### src/rtl/demux_stream_1_n.sv
// One-to-N stream demultiplexer: each input word goes to one channel, all
// channels, or the next round-robin channel; each output holds one word.
module demux_stream_1_n #(
    parameter int DATA_W = 8,
    parameter int N_CH   = 4,
    parameter int SEL_W  = 2
) (
    input  logic                     i_clk,
    input  logic                     i_rst_n,
    input  logic                     i_valid,
    output logic                     o_ready,
    input  logic [DATA_W-1:0]        i_data,
    input  logic [SEL_W-1:0]         i_sel_code,
    input  logic [1:0]               i_mode,
    output logic [N_CH-1:0]          o_valid,
    input  logic [N_CH-1:0]          i_ready,
    output logic [N_CH*DATA_W-1:0]   o_data,
    output logic [SEL_W-1:0]         o_rr_ptr,
    output logic                     o_err
);

    localparam logic [1:0]       MODE_BCAST = 2'b01;
    localparam logic [1:0]       MODE_RR    = 2'b10;
    localparam logic [SEL_W:0]   N_CH_X     = (SEL_W+1)'(N_CH);
    localparam logic [SEL_W-1:0] RR_LAST    = SEL_W'(N_CH - 1);

    logic [N_CH-1:0]        valid_q;
    logic [N_CH*DATA_W-1:0] data_q;
    logic [SEL_W-1:0]       rr_q;
    logic                   err_q;

    logic [N_CH-1:0] can_acc;
    logic [N_CH-1:0] tmask;
    logic [N_CH-1:0] load;
    logic            addressed;
    logic            sel_ok;
    logic            xfer;

    // Handshake: upstream word moves when i_valid && o_ready at a rising edge;
    // channel c drains when o_valid[c] && i_ready[c] at a rising edge.
    // o_ready is the AND of can-accept over the target set, so a broadcast is
    // all-or-nothing and an empty target set (bad select) always accepts.
    always_comb begin
        addressed = (i_mode != MODE_BCAST) && (i_mode != MODE_RR);
        sel_ok    = ({1'b0, i_sel_code} < N_CH_X);
        can_acc   = ~valid_q | i_ready;
        tmask     = '0;
        for (int c = 0; c < N_CH; c++) begin
            if (i_mode == MODE_BCAST)
                tmask[c] = 1'b1;
            else if (i_mode == MODE_RR)
                tmask[c] = (rr_q == SEL_W'(c));
            else
                tmask[c] = sel_ok && (i_sel_code == SEL_W'(c));
        end
        o_ready = &(can_acc | ~tmask);
        xfer    = i_valid && o_ready;
        load    = tmask & {N_CH{xfer}};
    end

    // A load on the same edge as a drain wins: the slot stays valid with new data.
    always_ff @(posedge i_clk or negedge i_rst_n) begin
        if (!i_rst_n) begin
            valid_q <= '0;
            data_q  <= '0;
        end else begin
            for (int c = 0; c < N_CH; c++) begin
                if (load[c]) begin
                    valid_q[c]                  <= 1'b1;
                    data_q[c*DATA_W +: DATA_W]  <= i_data;
                end else if (i_ready[c]) begin
                    valid_q[c] <= 1'b0;
                end
            end
        end
    end

    always_ff @(posedge i_clk or negedge i_rst_n) begin
        if (!i_rst_n) begin
            rr_q <= '0;
        end else if (xfer && (i_mode == MODE_RR)) begin
            rr_q <= (rr_q == RR_LAST) ? '0 : rr_q + 1'b1;
        end
    end

    // Sticky until reset: records any accepted word whose select had no channel.
    always_ff @(posedge i_clk or negedge i_rst_n) begin
        if (!i_rst_n) begin
            err_q <= 1'b0;
        end else if (xfer && addressed && !sel_ok) begin
            err_q <= 1'b1;
        end
    end

    assign o_valid  = valid_q;
    assign o_data   = data_q;
    assign o_rr_ptr = rr_q;
    assign o_err    = err_q;

endmodule

### config.mk
export PLATFORM = sky130hd
export DESIGN_NAME = demux_stream_1_n
export DESIGN_NICKNAME = d
export VERILOG_FILES = /design/src/rtl/demux_stream_1_n.sv
export SDC_FILE = /design/constraint.sdc
export NUM_CORES = 1
export LEC_CHECK = 0
export CAP_MARGIN = 10
export CORE_UTILIZATION = 48
export DETAILED_ROUTE_END_ITERATION = 12
export GPL_ROUTABILITY_DRIVEN = 0
export PLACE_DENSITY = 0.94
export SETUP_SLACK_MARGIN = 0.05
export SLEW_MARGIN = 20
export SYNTH_ARGS = -nofsm -noshare
export SYNTH_HDL_FRONTEND = slang
export SYNTH_SLANG_ARGS = --single-unit
export TNS_END_PERCENT = 50
### constraint.sdc
create_clock -name i_clk -period 4 [get_ports i_clk]
set_clock_uncertainty 0.05 [all_clocks]
set_input_delay 0.4 -clock i_clk [delete_from_list [all_inputs] [get_ports i_clk]]
set_output_delay 0.4 -clock i_clk [all_outputs]
set_load 0.01 [all_outputs]
* After elaboration in Yosys (flattened, before gate mapping)
Index checks and enable logic that the tools add are counted.
** Operators by class
- $add $sub $neg :: 1
- Multiplexer cells :: 17
- Bitwise logic cells :: 5
- Reduce and logical (&&, ||, !) cells :: 9
- Eq/ne operators :: 8
** Operators by type and width (number)
- two-way mux 1 bit :: 16
- equality test 2 bit (second input constant) :: 5
- inverter 4 bit :: 2
- OR 4 bit :: 2
- nonzero test 2 bit :: 4
- equality test 2 x 1 -> 1 bit (second input constant) :: 3
- bitwise AND 4 bit :: 1
- zero test 2 bit :: 2
- AND reduction 4 bit :: 1
- adder 2 x 1 -> 2 bit (second input constant) :: 1
- logical AND 1 bit :: 2
- two-way mux 2 bit :: 1
** Storage, ports and cells
- Output and inout bits :: 40
- Word-level logic and storage cells :: 49
- Bits in registers :: 38

* Logic depth before layout (Yosys ltp)
Gate-level depths: netlist of the first run.
- Word-level depth :: 9
- Depth in mapped cells :: 8

* Worst setup path before layout of the first run
OpenSTA, ideal clock, no wires.
- Path type :: reg-to-reg
- Start point :: reg rr_q[0] (netlist: o_rr_ptr[0])
- End point :: reg data_q[0] (netlist: o_data[0])
- Path slack :: 1.565 ns
- Arrival time :: 2.259 ns
- Library setup time :: 0.125 ns
- Cell stages (with the launch flop) :: 9
- Buffers on the path :: 1
- Path through :: dfrtp_1 inv_1 ha_1 nor3b_1 a2111oi_1 or4_1 buf_6 nor2_8 mux2_4
** Between the ends
- Cells in the longest elaborated chain, start to end :: 8
- Elaborated cells on any way between the ends :: 17
** Ends and longest elaborated chain
- from (decl) :: line 29 : logic [SEL_W-1:0] rr_q;
- from (signal assigned) :: line 82 : rr_q <= (rr_q == RR_LAST) ? '0 : rr_q + 1'b1;
- equality test 2 x 1 -> 1 bit (tied with other cells) :: line 52 : tmask[c] = (rr_q == SEL_W'(c));
- two-way mux 1 bit :: line 51 : else if (i_mode == MODE_RR)
- two-way mux 1 bit :: line 49 : if (i_mode == MODE_BCAST)
- inverter 4 bit :: line 56 : o_ready = &(can_acc | ~tmask);
- OR 4 bit :: line 56
- AND reduction 4 bit :: line 56
- logical AND 1 bit :: line 57 : xfer = i_valid && o_ready;
- bitwise AND 4 bit * :: line 58 : load = tmask & {N_CH{xfer}};
- to (signal, indexed assignment) :: line 70 : data_q[c*DATA_W +: DATA_W] <= i_data;
- to (decl) :: line 28 : logic [N_CH*DATA_W-1:0] data_q;
Every way passes the cells marked *; elsewhere a longest branch is shown, timed or not.
A chain may end at the register's enable or synchronous reset.

* Worst setup path in the final report of the first run
- Start point :: reg rr_q[0] (netlist: o_rr_ptr[0])
- End point :: out o_ready
** Between the ends
- Cells in the longest elaborated chain, start to end :: 6
- Elaborated cells on any way between the ends :: 15
** Ends and longest elaborated chain
- equality test 2 x 1 -> 1 bit (tied with other cells) :: line 52
- two-way mux 1 bit :: line 51
- two-way mux 1 bit :: line 49
- inverter 4 bit * :: line 56
- OR 4 bit * :: line 56
- AND reduction 4 bit * :: line 56
- to (decl) :: line 11 : output logic o_ready,
Marked as above.

==> run_results.csv, run 1 <==
group,metric,value,unit
clock_tree,cts_hold_buffers,0,
critical_path,slowest_delay,0.57,ns
sta,fin_crit_sh,77.8,%
clock_tree,post_cts_buffers,0,
routing,ant_nets,0,
min_path,hp-class,"in -> async",
cells_and_area,final_cell_mix,"clkdlybuf4s50_1 (56), dfrtp_1 (38), mux2_2 (25)",
sta,period_minus_slack,3.11,ns
clock_tree,clock_latency,0.35,ns
cells_and_area,regArea,951,sq um
critical_path,path_cells,"inv_1, ha_1, nor3b_1, a2111oi_1, or4_1, inv_1, clkdlybuf4s50_1",
routing,totalWireLength,3670,um
power_and_ir_drop,power_density,695,nW/um^2
die,die_h,61.9,um
status,outcome,"complete, no violations",
logic_synthesis,yosys_register_bits,38,
cells_and_area,fill_cells,226,
cells_and_area,final_util,70.6,%
clock_tree,cts_made_buffers,5,
die,io-pin-count,59,
routing,wl_met3,267,um
place,post-place-cells,221,
logic_synthesis,netlist_top_cells_area,"dfrtp_1 (55%), mux2_2 (16%), mux2_4 (7.0%)",
sta,whs,0.0857,ns
sta,fmax,321,MHz
critical_path,worst-setup-path-type,"reg -> out",
cells_and_area,multiInputGateArea,732,sq um
logic_synthesis,synthArstFlopShare,100,%
critical_path,rr_startpoint,"o_rr_ptr[0]$_DFFE_PN0P_",
power_and_ir_drop,ir_drop,0.431,mV
routing,wl_met1,1640,um
sta,rsz0062_at_grt,"no",
cells_and_area,drive_above_1_share,26.2,%
clock_tree,clkTransAtPathRegs,0.11,ns
sta,tightest_slew,0.818,ns
cells_and_area,nets,203,
critical_path,cp_max_fo,6,
logic_synthesis,dominantRegCellSynth,"dfrtp_1",
place,dpl.hpwl,2670,um
die,start_util,50.8,%
critical_path,cp_data_required_time,3.55,ns
die,fp.dieArea,3830,sq um
critical_path,path_buf_inv,3,
cells_and_area,design_area,2390,sq um
critical_path,worst_setup_path_end_kind,"primary output",
logic_synthesis,synth_area,1720,sq um
clock_tree,post_cts_resized,0,
grt,grt_max_degree,39,
clock_tree,cts.sinks,38,
logic_synthesis,yosysTopAreaCell,"dfrtp_1",
critical_path,path_common_cell,"inv_1",
routing,viasPerCell,5.17,
cells_and_area,antennaDiodeCount,0,
grt,grt_pass1_vias,1224,
logic_synthesis,syn_avg_cell_area,14.5,sq um
routing,dr.pass1.iters,4,
grt,antenna_found_initial,0,
critical_path,critPathLaunchType,"flop",
logic_synthesis,syn-num-nets,140,
clock_tree,h-tree-depth,2,
sta,drv_slew,0,
logic_synthesis,synth_top_area_share,55.3,%
sta,relSlewSlack,45.5,%
critical_path,critPathTopFamily,"simple AND/OR/NAND/NOR gates",
clock_tree,cts_tree,"yes",
die,std_cell_rows,21,
grt,grt_pass1_wl,5830,um
die,die-width,61.9,um
logic_synthesis,yosysSeqAreaShare,55.3,%
cells_and_area,layout.cells.non_filler,229,
sta,setup_violations,0,
place,place_area,2330,sq um
sta,hold_violations,0,
cells_and_area,area_delta_synth_final,39.1,%
critical_path,r2r_slack,1.29,ns
cells_and_area,layout_commonest_cell,"clkdlybuf4s50_1",
critical_path,r2r_end,"o_data[21]$_DFFE_PN0P_",
grt,overflow,0,
routing,drtIter0Drc,53,
routing,avgRoutedWirePerCell,16.0,um
clock_tree,max-clock-path-buffers,2,
logic_synthesis,ys_types,26,
grt,grt_util_all_layers,22.0,%
routing,top_layer,"met4",
critical_path,reg2reg_depth,8,
clock_tree,root_buffer,"clkbuf_4",
logic_synthesis,synth-edff-count,0,
critical_path,slowest_stage,"or4_1",
routing,drc,0,
logic_synthesis,postSynthCellCount,119,
power_and_ir_drop,power.leakage,1.02,nW
routing,vias,1183,
die,design.core.area,3390,sq um
run,cap_violations,0,
routing,met2_length,1680,um
sta,setup-tns-final,0,ns
critical_path,arrival,2.66,ns
place,port_buffers,57,
logic_synthesis,yosysWarnings,0,
==> stage by stage <==
step / worst slack [ns] / power (W)
3_5_place_dp: 0.940 / 0.00146
2_1_floorplan: 1.57 / 0.00102
5_1_grt: 0.701 / 0.00176
6_report: 0.888 / 0.00166
3_3_place_gp: 1.05 / 0.00143
4_1_cts: 0.882 / 0.00168
==> worst max path at each step <==
stage          cells past startpoint               startpoint  slack, ns                    end
2_1_floorplan                      8  o_rr_ptr[0]$_DFFE_PN0P_       1.57  o_data[0]$_DFFE_PN0P_
3_3_place_gp                       6                i_mode[0]       1.05                o_ready
3_5_place_dp                       6                i_mode[0]       0.94                o_ready
4_1_cts                            7  o_rr_ptr[0]$_DFFE_PN0P_       0.88                o_ready
5_1_grt                            7  o_rr_ptr[0]$_DFFE_PN0P_       0.70                o_ready
6_report                           7  o_rr_ptr[0]$_DFFE_PN0P_       0.89                o_ready
==> registers in the layout (all words and copies together), names as in the netlist <==
| register | count |
|---|---|
| o_valid | 4 |
| o_data | 32 |
| o_rr_ptr | 2 |
==> routing by layer <==
layer  GRT usage (%)  vias to the layer above
met2            34.6                       55
met5               0                        -
met4            11.1                        0
met1            27.5                      565
met3            6.83                       10
li1                -                      553
==> synthesized netlist by cell type, types with 2 or more instances <==
library cell and number:
a2111oi_1 2, ha_1 2, nor2_8 4, nand2b_1 6
dfrtp_1 38, nand2_1 6, a221oi_1 2, a21oi_1 2
a22oi_1 2, mux2_4 8, inv_1 5, nor3b_1 2
o22ai_1 2, o21ai_0 2, mux2_2 25
==> power by group <==
| part | internal, W | total [W] | switching, W | leakage, nW |
|---|---|---|---|---|
| Combinational | 0.000491 | 0.000798 | 0.000307 | 0.538 |
| Sequential | 0.000551 | 0.000655 | 0.000104 | 0.450 |
| Clock | 0.0000852 | 0.000209 | 0.000124 | 0.0353 |
| Total | 0.00113 | 0.00166 | 0.000535 | 1.02 |
==> worst register-to-register path, cell delays in order (launching register included) <==
cell and delay (ns):
dfrtp_1 0.46, inv_1 0.09, ha_1 0.20, nor3b_1 0.28, a2111oi_1 0.12, or4_1 0.57
buf_4 0.24, nor2_8 0.22, mux2_2 0.36
==> logic make-up after synthesis <==
group	Yosys count	synth area share [%]
flops	38	55.3
other cells	1	0.218
buf+inv	7	2.18
compound gates	13	5.38
simple gates	24	11.2
xor+xnor	1	0.946
fa+ha+maj	2	1.45
mux	33	23.3
==> area by class of cell <==
class | instances | area share (%)
tap | 46 | 2.41
clock buffer | 7 | 2.30
clock inverter | 1 | 0.209
timing repair buffer | 58 | 24.0
inverter | 5 | 0.785
multi-input combinational | 74 | 30.6
sequential | 38 | 39.7
No activity file was read; power rests on OpenSTA's default activity.
==> inputs of run 2 (changes only) <==
- CORE_UTILIZATION: 48 -> 40
- PLACE_DENSITY: 0.94 -> 0.85
- clock period: 4 -> 2.5 ns (I/O delays scaled with it)
==> run 2 against run 1 <==
  * Die area rose by 19%
  * Routed wire length grew 8.5%
  * Utilization shrank 8.6 points
  * Critical path type is now in -> out
  * Critical endpoint unchanged
==> run_results.csv, run 2 (same netlist as run 1, synthesis figures left out) <==
group,metric,value,unit
die,std_cell_rows,23,
cells_and_area,drive_above_1_share,31.4,%
status,outcome,"complete, no violations",
cells_and_area,final_cell_mix,"clkdlybuf4s50_1 (53), dfrtp_1 (38), mux2_2 (25)",
clock_tree,max-clock-path-buffers,2,
cells_and_area,antennaDiodeCount,0,
grt,overflow,0,
routing,dr.pass1.iters,5,
grt,grt_max_degree,39,
sta,relSlewSlack,44.9,%
critical_path,worst_setup_path_end_kind,"primary output",
cells_and_area,final_util,61.9,%
power_and_ir_drop,ir_drop,0.585,mV
sta,setup_violations,0,
place,place_area,2350,sq um
place,dpl.hpwl,2770,um
routing,avgRoutedWirePerCell,16.7,um
power_and_ir_drop,power_density,1120,nW/um^2
routing,totalWireLength,3980,um
cells_and_area,nets,208,
critical_path,cp_data_required_time,2.20,ns
critical_path,worst-setup-path-type,"in -> out",
sta,drv_slew,0,
clock_tree,clkTransAtPathRegs,0.07,ns
sta,period_minus_slack,2.36,ns
sta,hold_violations,0,
cells_and_area,area_delta_synth_final,46.1,%
critical_path,rr_startpoint,"o_rr_ptr[0]$_DFFE_PN0P_",
clock_tree,root_buffer,"clkbuf_8",
die,start_util,42.4,%
routing,ant_nets,0,
place,port_buffers,57,
sta,fin_crit_sh,94.4,%
cells_and_area,largest_reg_flops,32,
clock_tree,cts_tree,"yes",
run,cap_violations,0,
sta,tightest_slew,0.826,ns
clock_tree,cts_made_buffers,5,
cells_and_area,layout_commonest_cell,"clkdlybuf4s50_1",
routing,viasPerCell,5.19,
power_and_ir_drop,power,0.00282,W
grt,grt_util_all_layers,19.3,%
clock_tree,clock_latency,0.29,ns
cells_and_area,design_area,2510,sq um
critical_path,critPathLaunchType,"input port",
grt,grt_pass1_wl,6260,um
die,die_h,67.6,um
clock_tree,h-tree-depth,2,
clock_tree,cts.sinks,38,
die,fp.dieArea,4570,sq um
die,io-pin-count,59,
die,die-width,67.6,um
clock_tree,cts_hold_buffers,0,
grt,grt_pass1_vias,1338,
routing,vias,1235,
min_path,hp-class,"in -> async",
sta,fmax,424,MHz
grt,antenna_found_initial,0,
routing,drtIter0Drc,105,
routing,drc,0,
sta,rsz0062_at_grt,"no",
critical_path,arrival,2.06,ns
critical_path,cp-startpoint,"i_sel_code[1]",
sta,whs,0.00288,ns
critical_path,cp_max_fo,4,
die,design.core.area,4060,sq um
power_and_ir_drop,power.leakage,1.08,nW
[run 2: cell count changes in the layout (fill, tap and decap cells not counted), moves of 2 or more]
cell and delta:
buf_4 +4, clkbuf_4 -5, clkbuf_8 +5, clkdlybuf4s50_1 -3, dlymetal6s2s_1 +2, nor3b_1 -2
nor3b_2 +2
[run 2: critical path, cell delays in order]
cell and delay, ns:
clkdlybuf4s50_1 0.46, or2_2 0.33, a2111oi_1 0.52, or4_4 0.24, inv_1 0.05, clkdlybuf4s15_2 0.21
[run 2: layer usage]
| layer | global-route usage [%] | up-vias | wire length (um) |
|---|---|---|---|
| met5 | 0 | - | 0 |
| met4 | 7.98 | 0 | 59 |
| met3 | 6.42 | 6 | 265 |
| met2 | 31.7 | 58 | 1940 |
| met1 | 23.0 | 609 | 1710 |
| li1 | - | 562 | - |
[run 2: report_power, final]
group	total (W)	internal [W]	switching [W]	leakage [nW]
clock network	0.000427	0.000222	0.000205	0.0482
logic	0.00134	0.000831	0.000513	0.587
registers	0.00104	0.000885	0.000159	0.450
total	0.00282	0.00194	0.000877	1.08
[run 2: area by class of cell]
class | count | area (sq um)
Clock inverter | 1 | 5.00
Sequential cell | 38 | 951
Clock buffer | 7 | 86.3
Timing Repair Buffer | 63 | 629
Inverter | 5 | 18.8
Multi-Input combinational cell | 74 | 761
Fill cell | 313 | 1540
Tap cell | 50 | 62.6
[run 2: per-stage QoR]
| step | cells | TNS, ns | worst slack, ns |
|---|---|---|---|
| 6_report | 238 | 0 | 0.141 |
| 5_1_grt | 238 | 0 | 0.0547 |
| 4_1_cts | 236 | 0 | 0.0509 |
| 3_5_place_dp | 227 | -12.45 | -0.392 |
| 3_3_place_gp | 227 | -7.82 | -0.264 |
| 2_1_floorplan | 119 | 0 | 0.0654 |
[run 2: what timing repair did]
action	in CTS	in global routing
pin swaps	5	6
endpoints found under the setup margin	34	34
setup buffers	2	2
gates resized for setup	9	5
[run 2: worst paths after layout]
check	end	slack (ns)	cells past startpoint
worst max-delay path	o_ready	0.14	6
worst min-delay path	o_data[10]$_DFFE_PN0P_	0.003	1
worst max register to register	o_data[21]$_DFFE_PN0P_	0.15	8
worst min register to register	o_data[22]$_DFFE_PN0P_	0.46	1
max in group asynchronous	o_data[22]$_DFFE_PN0P_	1.88	1
min in group i_clk	o_data[22]$_DFFE_PN0P_	0.46	1
==> inputs of run 3 (changes only) <==
- SLEW_MARGIN: 20 -> 15
- TNS_END_PERCENT: 50 -> not set
==> results of run 3 <==
Same layout as run 2: the final DEF is identical, and so are final timing and power.
==> RTL change (config.mk and constraints of run 3) <==
Set the parameter `DATA_W` to 9 (it was 8).
--- a/src/rtl/demux_stream_1_n.sv
+++ b/src/rtl/demux_stream_1_n.sv
@@ -2,5 +2,5 @@
 // channels, or the next round-robin channel; each output holds one word.
 module demux_stream_1_n #(
-    parameter int DATA_W = 8,
+    parameter int DATA_W = 9,
     parameter int N_CH   = 4,
     parameter int SEL_W  = 2
Ports: changed (resized i_data and o_data); port bits go from 59 to 64. The function was not compared with the original's and may differ.
==> RTL change against run 3 <==
Synthesized cell count grew 6.7%; routed wire length is 10% higher; total power rose by 20%; first-iteration DRC count is 65% lower; count of clock-buffer cells in the layout shrank 1; area after synthesis increased by 8.8%; sequential power up 12%; setup slack lost 0.046 ns; die area increased by 8.5%; combinational power up 16%; cell area rose by 14%; sequential cell count up 4; critical path type is now reg -> reg; hold slack improved by 0.033 ns.
==> RTL change: results (changes against run 3) <==
metric,value,unit,change
slowest CP cell,or4_4,,
Internal Power,2.36,mW,+22%
Hold Path Class,in -> async,,
overall via count from detail_route,1349,,+9.2%
largest net degree at the start of global routing,43,,+10%
peak supply drop,0.669,mV,+14%
global-route track usage on met3,8.37,%,+2.0 points
Worst Hold Slack,0.0356,ns,+0.0327 ns
"top cells by count, synth","dfrtp_1, mux2_2, mux2_4",,
Metal-1 WL,1910,um,+12%
nets,230,,+11%
GR Util All Layers,19.4,%,+0.14 points
Place WS,-0.405,ns,-0.0125 ns
sequential area share after synthesis,56.1,%,+0.88 points
M2 GR Usage,31.1,%,-0.57 points
vias in the first global route,1502,,+12%
FF-to-FF End,o_data[22],,
drt total wl,4380,um,+10%
routed wl met3,421,um,+59%
PortBufs,62,,+8.8%
met2 WL post-DR,2020,um,+3.9%
power in combinational cells,1.55,mW,+16%
Top Family by Delay on Critical Path,simple AND/OR/NAND/NOR gates,,
DR iter-0 viols,37,,-65%
Max Fanout on Critical Path,8,,+4
first-pass GRT wire length,7400,um,+18%
Clk pwr share,19.5,%,+4.3 points
Rel. slew slack,38.6,%,-6.4 points
cells on worst reg2reg path,7,,-1
share of cells above drive strength 1,35.9,%,+4.5 points
worst r2r src,o_rr_ptr[1],,
grt met1 use,24.1,%,+1.1 points
largest cells by area after synthesis,"dfrtp_1, mux2_2, mux2_4, nor2_8, nand2b_1",,
status,completed,,
CP peak stage delay,0.60,ns,+0.08 ns
Psw,1.01,mW,+15%
crit path DAT,2.54,ns,+0.48 ns
-- RTL change: changes by cell type in the layout (fill, tap and decap cells not counted), moves of 2 or more --
cell and change:
clkdlybuf4s50_1 +5, nor2_4 +4, dfrtp_1 +3, bufinv_16 +2, mux2_2 +3, buf_4 +4
-- RTL change: area by class of cell --
cell class	count	area (um^2)
timing repair buffer	72	703
fill	318	1560
sequential	42	1050
clock inverter	2	60.1
multi-input combinational	82	877
tap	52	65.1
inverter	5	18.8
clock buffer	6	82.6
-- RTL change: how the worst max path moves through the flow --
stage                startpoint  slack [ns]    endpoint
floorplan           o_rr_ptr[0]        0.05  o_data[27]
global placement      i_mode[0]       -0.33   o_data[8]
detailed placement    i_mode[0]       -0.40  o_data[14]
CTS                   i_mode[0]        0.07     o_ready
global route        o_rr_ptr[0]        0.04  o_data[10]
finish              o_rr_ptr[1]         0.1  o_data[22]
-- RTL change: what timing repair did --
action / 4_1_cts / 5_1_grt
gates cloned: 4 / 0
setup endpoints to repair: 38 / 38
resized for setup: 7 / 10
hold buffers: 0 / 0
pin swaps: 8 / 5
buffers inserted: 2 / 0
-- RTL change: cell families (layout without fill, tap and decap cells) --
group                    Yosys count  count (layout)  synth area share (%)
other                              1               1                 0.200
flip-flops                        42              42                  56.1
multiplexers                      37              37                  24.1
adder cells (fa/ha/maj)            2               2                  1.34
buffers and inverters              7              85                  2.01
AND/OR/NAND/NOR                   24              28                  10.4
AO/OA/AOI/OAI                     13              13                  4.95
XOR/XNOR                           1               1                 0.869
-- RTL change: per-stage QoR --
stage               instance area [um^2]  std cells
global route                        2860        261
detailed placement                  2590        247
floorplan                           1870        127
finish                              2860        261
global placement                    2590        247
CTS                                 2830        261
